`src/rtl/issue_ctrl_pkg.sv`:
```
// Shared issue-stage definitions: instruction-buffer entry layout, op and branch
// classifications, and widths used by issue_ctrl and its scoreboard.
package issue_ctrl_pkg;

    localparam int unsigned XLEN     = 32;
    localparam int unsigned REG_AW   = 5;
    localparam int unsigned NUM_REGS = 32;
    localparam int unsigned OPC_W    = 8;
    localparam int unsigned WB_PORTS = 2;
    localparam int unsigned PERF_W   = 32;

    typedef enum logic [2:0] {
        OP_ALU    = 3'd0,
        OP_MUL    = 3'd1,
        OP_LOAD   = 3'd2,
        OP_STORE  = 3'd3,
        OP_BRANCH = 3'd4,
        OP_CSR    = 3'd5
    } optype_t;

    typedef logic [OPC_W-1:0] opcode_t;

    typedef enum logic [1:0] {
        BR_NONE = 2'd0,
        BR_COND = 2'd1,
        BR_JUMP = 2'd2,
        BR_RET  = 2'd3
    } br_type_t;

    typedef struct packed {
        logic [XLEN-1:0]   pc;
        optype_t           optype;
        opcode_t           opcode;
        logic [REG_AW-1:0] dest;
        logic [REG_AW-1:0] r1;
        logic [REG_AW-1:0] r2;
        logic              src2_is_imm;
        logic              is_spec_op;
        logic              have_excp;
        br_type_t          br_type;
        logic [XLEN-1:0]   imm;
    } ibuf_entry_t;

    // Loads and stores share the single memory pipe.
    function automatic logic is_mem_op(optype_t t);
        return (t == OP_LOAD) || (t == OP_STORE);
    endfunction

endpackage

```
`src/rtl/issue_scoreboard.sv`:
```
// Load scoreboard: one busy bit per architectural register for loads in flight.
// Ports:
//   clk, resetn         clock, async active-low reset
//   flush               clears every busy bit on the next edge
//   set_valid/set_dest  mark a register busy (wins over a same-cycle clear)
//   clr_valid/clr_dest  per-writeback-port clears
//   qa_*/qb_*           hazard queries for slots A and B (combinational)
module issue_scoreboard
    import issue_ctrl_pkg::*;
(
    input  logic                              clk,
    input  logic                              resetn,
    input  logic                              flush,
    input  logic                              set_valid,
    input  logic [REG_AW-1:0]                 set_dest,
    input  logic [WB_PORTS-1:0]               clr_valid,
    input  logic [WB_PORTS-1:0][REG_AW-1:0]   clr_dest,
    input  logic [REG_AW-1:0]                 qa_r1,
    input  logic [REG_AW-1:0]                 qa_r2,
    input  logic                              qa_r2_en,
    output logic                              qa_hazard_c,
    input  logic [REG_AW-1:0]                 qb_r1,
    input  logic [REG_AW-1:0]                 qb_r2,
    input  logic                              qb_r2_en,
    output logic                              qb_hazard_c
);

    logic [NUM_REGS-1:0] busy;
    logic [NUM_REGS-1:0] busy_next;
    logic [NUM_REGS-1:0] set_mask;
    logic [NUM_REGS-1:0] clr_mask;

    // Next busy vector: clears first, then sets so a set wins; r0 never busy.
    always_comb begin
        set_mask = '0;
        clr_mask = '0;
        for (int i = 0; i < int'(WB_PORTS); i++) begin
            if (clr_valid[i]) begin
                clr_mask[clr_dest[i]] = 1'b1;
            end
        end
        if (set_valid) begin
            set_mask[set_dest] = 1'b1;
        end
        busy_next    = (busy & ~clr_mask) | set_mask;
        busy_next[0] = 1'b0;
        if (flush) begin
            busy_next = '0;
        end
    end

    always_ff @(posedge clk or negedge resetn) begin
        if (!resetn) begin
            busy <= '0;
        end else begin
            busy <= busy_next;
        end
    end

    // Hazard queries read the registered vector only; no writeback bypass.
    always_comb begin
        qa_hazard_c = busy[qa_r1] | (qa_r2_en & busy[qa_r2]);
        qb_hazard_c = busy[qb_r1] | (qb_r2_en & busy[qb_r2]);
    end

endmodule

```
`src/rtl/issue_ctrl.sv`:
```
// Dual-issue controller: selects 0/1/2 entries from the instruction buffer head
// into a one-deep issue register (slots A, B), tracking in-flight loads.
// Ports:
//   clk, resetn                 clock, async active-low reset
//   flush                       synchronous pipeline flush
//   a_valid/a_entry             buffer head entry
//   b_valid/b_entry             second buffer entry
//   pop_size                    entries consumed this cycle (combinational)
//   ex_ready                    execute stage accepts the issue register
//   ex_a_valid/ex_a_entry       issue slot A
//   ex_b_valid/ex_b_entry       issue slot B
//   wb_valid/wb_dest            load writeback strobes and registers
// Optional (ISSUE_PERF_EN defined): perf_dual, perf_single, perf_stall cycle counters.
module issue_ctrl
    import issue_ctrl_pkg::*;
(
    input  logic                             clk,
    input  logic                             resetn,
    input  logic                             flush,
    input  logic                             a_valid,
    input  logic                             b_valid,
    input  ibuf_entry_t                      a_entry,
    input  ibuf_entry_t                      b_entry,
    output logic [1:0]                       pop_size,
    input  logic                             ex_ready,
    output logic                             ex_a_valid,
    output logic                             ex_b_valid,
    output ibuf_entry_t                      ex_a_entry,
    output ibuf_entry_t                      ex_b_entry,
    input  logic [WB_PORTS-1:0]              wb_valid,
    input  logic [WB_PORTS-1:0][REG_AW-1:0]  wb_dest
`ifdef ISSUE_PERF_EN
    ,
    output logic [PERF_W-1:0]                perf_dual,
    output logic [PERF_W-1:0]                perf_single,
    output logic [PERF_W-1:0]                perf_stall
`endif
);

    logic free_c;
    logic haz_a_c;
    logic haz_b_c;
    logic b_reads_a_c;
    logic pair_ok_c;
    logic issue_a_c;
    logic issue_b_c;
    logic a_load_c;
    logic b_load_c;
    logic set_valid_c;
    logic [REG_AW-1:0] set_dest_c;

    issue_scoreboard u_scoreboard (
        .clk         (clk),
        .resetn      (resetn),
        .flush       (flush),
        .set_valid   (set_valid_c),
        .set_dest    (set_dest_c),
        .clr_valid   (wb_valid),
        .clr_dest    (wb_dest),
        .qa_r1       (a_entry.r1),
        .qa_r2       (a_entry.r2),
        .qa_r2_en    (!a_entry.src2_is_imm),
        .qa_hazard_c (haz_a_c),
        .qb_r1       (b_entry.r1),
        .qb_r2       (b_entry.r2),
        .qb_r2_en    (!b_entry.src2_is_imm),
        .qb_hazard_c (haz_b_c)
    );

    // Issue selection; reset and flush both force pop_size to zero.
    always_comb begin
        free_c      = !ex_a_valid || ex_ready;
        b_reads_a_c = (a_entry.dest != '0) &&
                      ((b_entry.r1 == a_entry.dest) ||
                       (!b_entry.src2_is_imm && (b_entry.r2 == a_entry.dest)));
        pair_ok_c   = !a_entry.is_spec_op && !b_entry.is_spec_op &&
                      !a_entry.have_excp  && !b_entry.have_excp  &&
                      (a_entry.br_type == BR_NONE) &&
                      !(is_mem_op(a_entry.optype) && is_mem_op(b_entry.optype)) &&
                      !b_reads_a_c;
        issue_a_c   = resetn && !flush && a_valid && free_c && !haz_a_c;
        issue_b_c   = issue_a_c && b_valid && !haz_b_c && pair_ok_c;
        if (issue_b_c) begin
            pop_size = 2'd2;
        end else if (issue_a_c) begin
            pop_size = 2'd1;
        end else begin
            pop_size = 2'd0;
        end
    end

    // At most one memory op issues per cycle, so a single set port suffices.
    always_comb begin
        a_load_c    = issue_a_c && (a_entry.optype == OP_LOAD) && (a_entry.dest != '0);
        b_load_c    = issue_b_c && (b_entry.optype == OP_LOAD) && (b_entry.dest != '0);
        set_valid_c = a_load_c || b_load_c;
        set_dest_c  = a_load_c ? a_entry.dest : b_entry.dest;
    end

    // Issue register valids: reload whenever free, hold while stalled.
    always_ff @(posedge clk or negedge resetn) begin
        if (!resetn) begin
            ex_a_valid <= 1'b0;
            ex_b_valid <= 1'b0;
        end else if (flush) begin
            ex_a_valid <= 1'b0;
            ex_b_valid <= 1'b0;
        end else if (free_c) begin
            ex_a_valid <= issue_a_c;
            ex_b_valid <= issue_b_c;
        end
    end

    // Payloads load only on issue (which implies free), so they hold on stall.
    always_ff @(posedge clk) begin
        if (issue_a_c) begin
            ex_a_entry <= a_entry;
        end
        if (issue_b_c) begin
            ex_b_entry <= b_entry;
        end
    end

`ifdef ISSUE_PERF_EN
    // Issue-width histogram over cycles where the buffer head is present.
    always_ff @(posedge clk or negedge resetn) begin
        if (!resetn) begin
            perf_dual   <= '0;
            perf_single <= '0;
            perf_stall  <= '0;
        end else if (a_valid) begin
            case (pop_size)
                2'd2:    perf_dual   <= perf_dual + PERF_W'(1);
                2'd1:    perf_single <= perf_single + PERF_W'(1);
                default: perf_stall  <= perf_stall + PERF_W'(1);
            endcase
        end
    end
`endif

endmodule

```
`config.mk`:
```
export PLATFORM = sky130hd
export DESIGN_NAME = issue_ctrl
export DESIGN_NICKNAME = d
export VERILOG_FILES = /design/src/rtl/issue_ctrl_pkg.sv /design/src/rtl/issue_scoreboard.sv /design/src/rtl/issue_ctrl.sv
export SDC_FILE = /design/constraint.sdc
export NUM_CORES = 1
export LEC_CHECK = 0
export ABC_AREA = 0
export CORE_AREA = 2 2 158 160
export CTS_BUF_LIST = sky130_fd_sc_hd__clkbuf_4
export CTS_CLUSTER_DIAMETER = 50
export CTS_CLUSTER_SIZE = 14
export DETAILED_ROUTE_END_ITERATION = 8
export DIE_AREA = 0 0 160 162
export DONT_BUFFER_PORTS = 1
export GPL_ROUTABILITY_DRIVEN = 0
export SYNTH_ARGS = -nofsm -noshare
export SYNTH_HDL_FRONTEND = slang
export SYNTH_SLANG_ARGS = --single-unit
```
`constraint.sdc`:
```
create_clock -name clk -period 12.88 [get_ports clk]
set_clock_uncertainty 0.05 [all_clocks]
set_input_delay 2.576 -clock clk [delete_from_list [all_inputs] [get_ports clk]]
set_output_delay 2.576 -clock clk [all_outputs]
set_load 0.005 [all_outputs]
```
# [Yosys cells after proc, flatten, opt, wreduce, memory -nomap -nowiden]
# Cells that the tools add are included.
[classes] n_div=0 n_shift=0 mux=25 n_addsub=0 reduce_logical=44 bitwise=8 magnitude_cmp=10 multipliers=0 eq_ne=6
[ops] operator="32-bit 2-to-1 mux" count=4
[ops] operator="32-bit OR" count=2
[ops] operator="5-bit by 6-bit < comparator with 1-bit output (second input constant)" count=7
[ops] operator="32-bit AND" count=1
[ops] operator="32-bit inverter" count=1
[ops] operator="1-bit logical AND" count=23
[ops] operator="1-bit binary-select mux with 5-bit select" count=4
[ops] operator="1-bit demux with 5-bit select" count=3
[ops] operator="5-bit by 1-bit >= comparator with 1-bit output (second input constant)" count=3
[ops] operator="3-bit by 2-bit == test with 1-bit output (second input constant)" count=4
[ops] operator="1-bit zero test" count=12
[ops] operator="1-bit 2-to-1 mux" count=12
[ops] operator="5-bit == test" count=2
[ops] operator="5-bit nonzero test" count=2
[ops] operator="1-bit logical OR" count=5
[ops] operator="5-bit 2-to-1 mux" count=1
[ops] operator="1-bit AND" count=2
[ops] operator="2-bit zero test" count=1
[ops] operator="2-bit 2-to-1 mux" count=1
[ops] operator="1-bit OR" count=2
[ops] operator="2-bit nonzero test" count=1
[totals] romBits=0 mem_bits_rw=0 input_bits=208 regBits=224 word_cells=118 memories=0 latch_bits=0

# [Logic depth before layout (Yosys ltp)]
[depth] depth_word=16 mapped_depth=11 mapped_depth_nobuf=7

# [Modules after synthesis]
# From an unflattened synthesis, not the netlist that was laid out.
[hier_totals] hier_cells=532 hier_area_um2=8986.1
[modules_own_cells] mod="issue_ctrl" seq_area_each_um2=5755.5 instances=1 cells_each=239 area_per_inst_um2=6134.6
[modules_own_cells] mod="issue_scoreboard" seq_area_each_um2=775.7 instances=1 cells_each=293 area_per_inst_um2=2851.5

# [Worst setup path before layout]
# No wires, ideal clock.
[synth_path] path_type="input -> output" start="input port a_entry[38] in the netlist's numbering" end="output port pop_size[1]" path_stages=9 arrival_ns=5.743 path_slack_ns=4.511 path_cell_list="clkbuf_1 -> mux4_2 -> mux2i_1 -> nand3b_1 -> a311oi_2 -> buf_4 -> nand2_1 -> inv_2 -> buf_4"
[synth_via] elab_chain_cells=10
[synth_lines] element="from (decl)" line="issue_ctrl.sv:22" text="input ibuf_entry_t a_entry,"
[synth_lines] element="1-bit binary-select mux with 5-bit select" line="issue_scoreboard.sv:62" text="qa_hazard_c = busy[qa_r1] | (qa_r2_en & busy[qa_r2]);"
[synth_lines] element="1-bit 2-to-1 mux (implied by the code)" line="issue_scoreboard.sv:62"
[synth_lines] element="1-bit AND" line="issue_scoreboard.sv:62"
[synth_lines] element="1-bit OR" line="issue_scoreboard.sv:62"
[synth_lines] element="1-bit zero test" line="issue_ctrl.sv:81" text="issue_a_c = resetn && !flush && a_valid && free_c && !haz_a_c;"
[synth_lines] element="1-bit logical AND" line="issue_ctrl.sv:81"
[synth_lines] element="1-bit logical AND (3 in series)" line="issue_ctrl.sv:82" text="issue_b_c = issue_a_c && b_valid && !haz_b_c && pair_ok_c;"
[synth_lines] element="net issue_b_c" line="issue_ctrl.sv:46" text="logic issue_b_c;"
[synth_lines] element="2-bit 2-to-1 mux" line="issue_ctrl.sv:83" text="if (issue_b_c) begin"
[synth_lines] element="to (decl)" line="issue_ctrl.sv:24" text="output logic [1:0] pop_size,"
# The timed path passes the listed nets, and every way through them passes these cells. The select of a mux whose other input is x is not followed.

# [Final worst setup path]
[layout_path] start="input port b_entry[35] in the netlist's numbering" end="output port pop_size[1]"
[layout_via] elab_chain_cells=9
[layout_lines] element="from (decl)" line="issue_ctrl.sv:23" text="input ibuf_entry_t b_entry,"
[layout_lines] element="1-bit zero test" line="issue_ctrl.sv:76" text="pair_ok_c = !a_entry.is_spec_op && !b_entry.is_spec_op &&"
[layout_lines] element="1-bit logical AND (2 in series)" line="issue_ctrl.sv:76"
[layout_lines] element="1-bit logical AND (2 in series)" line="issue_ctrl.sv:77" text="!a_entry.have_excp && !b_entry.have_excp &&"
[layout_lines] element="1-bit logical AND" line="issue_ctrl.sv:78" text="(a_entry.br_type == BR_NONE) &&"
[layout_lines] element="1-bit logical AND" line="issue_ctrl.sv:79" text="!(is_mem_op(a_entry.optype) && is_mem_op(b_entry.optype)) &&"
[layout_lines] element="1-bit logical AND" line="issue_ctrl.sv:82"
[layout_lines] element="2-bit 2-to-1 mux" line="issue_ctrl.sv:83"
# Every way passes these cells.

==> impl_metrics.env <==
export IMPL_finalCriticalPeriod_ns=7.91
export IMPL_drcViolationCount=0
export IMPL_clock_insertion_delay_worst_skew_ns=0.68
export IMPL_post_dp_cell_area_mm2=0.00984
export IMPL_start_kind="primary input"
export IMPL_ys_types=54
export IMPL_post_cts_resize_count=0
export IMPL_worst_slew_pin_slew_ns=1.05
export IMPL_dp_hpwl_mm=22.6
export IMPL_timing_max_slew_rel_slack_pct=30.1
export IMPL_dr_first_iter_drc_count=983
export IMPL_yosysSeqAreaShare_pct=67.9
export IMPL_layout_cells_most_common_list="edfxtp_1, nand2_1, a21oi_1"
export IMPL_rows=57
export IMPL_critical_path_max_stage_delay_ns=0.58
export IMPL_ir_worst_vdd_uv=98.3
export IMPL_synth_async_reset_ratio_pct=14.8
export IMPL_timing_final_setup_violations=0
export IMPL_cap_viol_max_count=0
export IMPL_floorplan_initialDensity_pct=39.9
export IMPL_cp_cell_sequence="nor4b_1 > o211ai_1 > a31oi_1 > nand4_1 > nor3_1 > nand2_1 > inv_4"
export IMPL_crit_fanout=45
export IMPL_seq_area_mm2=0.00653
export IMPL_totalNegativeSetupSlack_ns=0
export IMPL_fin_worst_hold_slack_ns=0.511
export IMPL_syn_num_nets=893
export IMPL_leakage_nw=3.15
export IMPL_finalPower_mw=1.25
export IMPL_tritoncts_clock_tree="done"
export IMPL_synth_compound_gate_area_share_pct=8.24
export IMPL_worstPathArrival_ns=5.28
export IMPL_avgViaCountPerCell=6.38
export IMPL_min_period_over_period_pct=61.4
export IMPL_fin_nets=873
export IMPL_final_common_cell="edfxtp_1"
export IMPL_cts_buffer_depth=3
export IMPL_drt_wl_total_mm=30.9
export IMPL_dieWidth_um=160
export IMPL_max_freq_mhz=126
export IMPL_layout_area_overhead_vs_synth_pct=6.05
export IMPL_design_core_area_mm2=0.0241
export IMPL_post_route_setup_slack_ns=4.97
export IMPL_cts_setup_buffers=0
export IMPL_die_area_mm2=0.0259
export IMPL_post_synth_mux_area_share_pct=7.20
export IMPL_grt_first_pass_wirelength_mm=43.4
export IMPL_grt_util_overall_pct=22.8
export IMPL_drive_above_1_share_pct=12.0
export IMPL_post_place_ws_ns=5.04
export IMPL_utilization_pct=42.3
export IMPL_antenna_found_initial=3
export IMPL_synth_cells=685
export IMPL_power_density_cell_area_mw_per_mm2=122
export IMPL_timing_critical_path_max_delay_family="simple AND/OR/NAND/NOR gates"
export IMPL_detail_route_antenna_nets=0
export IMPL_routed_wire_per_std_cell_um=30.8
export IMPL_area_taken_by_multi_input_logic_gates_mm2=0.00282
export IMPL_final_max_slew_viol_count=0
export IMPL_placed_cells_incl_taps=962
export IMPL_critical_path_n_buffers_inverters=1
export IMPL_first_global_vias=6107
export IMPL_clkTransAtPathRegs_ns=0.11
export IMPL_final_cell_area_mm2=0.0102
export IMPL_worst_hold_path_type="flip-flop to flip-flop"
export IMPL_crit_slowest_cell="nor3_1"
export IMPL_crit_required_ns=10.25
export IMPL_synth_enable_flop_cells=190
export IMPL_instances_no_fill=1003
export IMPL_grt_remaining_overflow=0
export IMPL_ys_seq_elements=223
export IMPL_ios=402
export IMPL_cts_hold_fix_buffers=0
export IMPL_grt_start_max_net_pins=84
export IMPL_end_kind="primary output"
export IMPL_synth_top_family_by_area="simple AND/OR/NAND/NOR gates"
export IMPL_place_port_buffers=0
export IMPL_synth_simple_gate_area_share_pct=12.8
export IMPL_yosys_warnings=0
export IMPL_finalHoldViolations=0
export IMPL_post_synth_instance_area_mm2=0.00962
export IMPL_grt_setup_unrepaired="no"
export IMPL_postSynth_topFlopCell="edfxtp_1"
export IMPL_synth_adder_area_share_pct=0
export IMPL_cts_sinks=223
export IMPL_synthXorXnorAreaFrac_pct=0.910
export IMPL_chipHeight_um=162
export IMPL_run_status="completed"
export IMPL_n_fill_cell=2261
export IMPL_post_synth_cell_area_avg_um2=14.0
export IMPL_drt_pass1_iter_count=5
export IMPL_clockRootBuffer="clkbuf_4"
export IMPL_numCtsBuffers=25
export IMPL_ctsHtreeMaxLevel=1
export IMPL_vias_post_dr=6400
export IMPL_critical_setup_path_class="primary input to primary output"
==> sequential cells by signal (all words and copies together), names as in the netlist <==
| signal | count |
|---|---|
| ex_a_entry | 95 |
| ex_b_entry | 95 |
| u_scoreboard.busy | 31 |
| ex_a_valid | 1 |
| ex_b_valid | 1 |
==> power by group <==
group	total, mW	internal (mW)	switching [mW]
sequential	0.800	0.794	0.00590
combinational	0.0416	0.0151	0.0265
clock	0.408	0.158	0.250
total	1.25	0.967	0.282
==> Yosys cell counts, types with 4 or more instances <==
| cell type | count | area share (%) |
|---|---|---|
| a21oi_1 | 55 | 2.9 |
| a221oi_1 | 4 | 0.36 |
| a41oi_1 | 30 | 2.7 |
| and3_1 | 7 | 0.46 |
| and3b_1 | 4 | 0.36 |
| buf_1 | 7 | 0.27 |
| buf_2 | 19 | 0.99 |
| clkbuf_1 | 21 | 0.82 |
| dfrtp_1 | 33 | 8.6 |
| edfxtp_1 | 190 | 59 |
| inv_1 | 9 | 0.35 |
| mux2_2 | 7 | 0.82 |
| mux2i_1 | 13 | 1.4 |
| mux4_2 | 21 | 4.9 |
| nand2_1 | 68 | 2.7 |
| nand2b_1 | 6 | 0.39 |
| nand3_1 | 37 | 1.9 |
| nand3b_1 | 9 | 0.70 |
| nor2_1 | 18 | 0.70 |
| nor2b_1 | 12 | 0.78 |
| nor3_1 | 10 | 0.52 |
| nor3b_1 | 12 | 0.94 |
| nor4_1 | 28 | 1.8 |
| o2111ai_1 | 7 | 0.64 |
| o21ai_1 | 5 | 0.26 |
| or4_1 | 4 | 0.31 |
| xor2_1 | 8 | 0.73 |
==> final timing paths <==
kind	startpoint	endpoint	slack, ns	cells past startpoint
setup / recovery	b_entry[35]	pop_size[1]	4.97	7
hold / removal	ex_b_valid	ex_b_valid	0.51	2
setup reg to reg	u_scoreboard.busy[21]	ex_b_entry[38]	8.65	9
hold reg to reg	ex_b_valid	ex_b_valid	0.51	2
max in group asynchronous	resetn	ex_b_valid	11.15	0
min in group asynchronous	resetn	u_scoreboard.busy[11]	1.52	0
==> tightest hold or removal path, stage by stage, from the launching register on <==
cell and delay (ns):
dfrtp_1 0.42, nand2_1 0.07, a21oi_1 0.06
==> per-layer routing <==
| metal | track usage [%] | wire length (µm) | vias to the layer above |
|---|---|---|---|
| met4 | 7.82 | 992 | 0 |
| met1 | 26.5 | 10700 | 3136 |
| met3 | 7.56 | 3680 | 76 |
| met2 | 39.7 | 15500 | 538 |
| li1 | - | - | 2650 |
| met5 | 0 | 0 | - |
==> layout make-up <==
cell class,count,share of cell area [%]
Sequential cell,223,64.0
Multi-Input combinational cell,399,27.6
Tap cell,324,3.97
Clock buffer,28,2.06
Clock inverter,11,1.47
Inverter,11,0.429
Timing Repair Buffer,5,0.368
Antenna cell,2,0.0490
==> kinds of logic (layout without fill, tap and decap cells) <==
kind of cell / count (synthesis) / in the layout
xor gates and xnor gates: 10 / 10
buffers and inverters: 63 / 55
other: 0 / 2
and+or+nand+nor: 230 / 230
AOI/OAI and AO/OA: 117 / 117
muxes: 42 / 42
DFF: 223 / 223
Power figures use the tool's default switching activity.
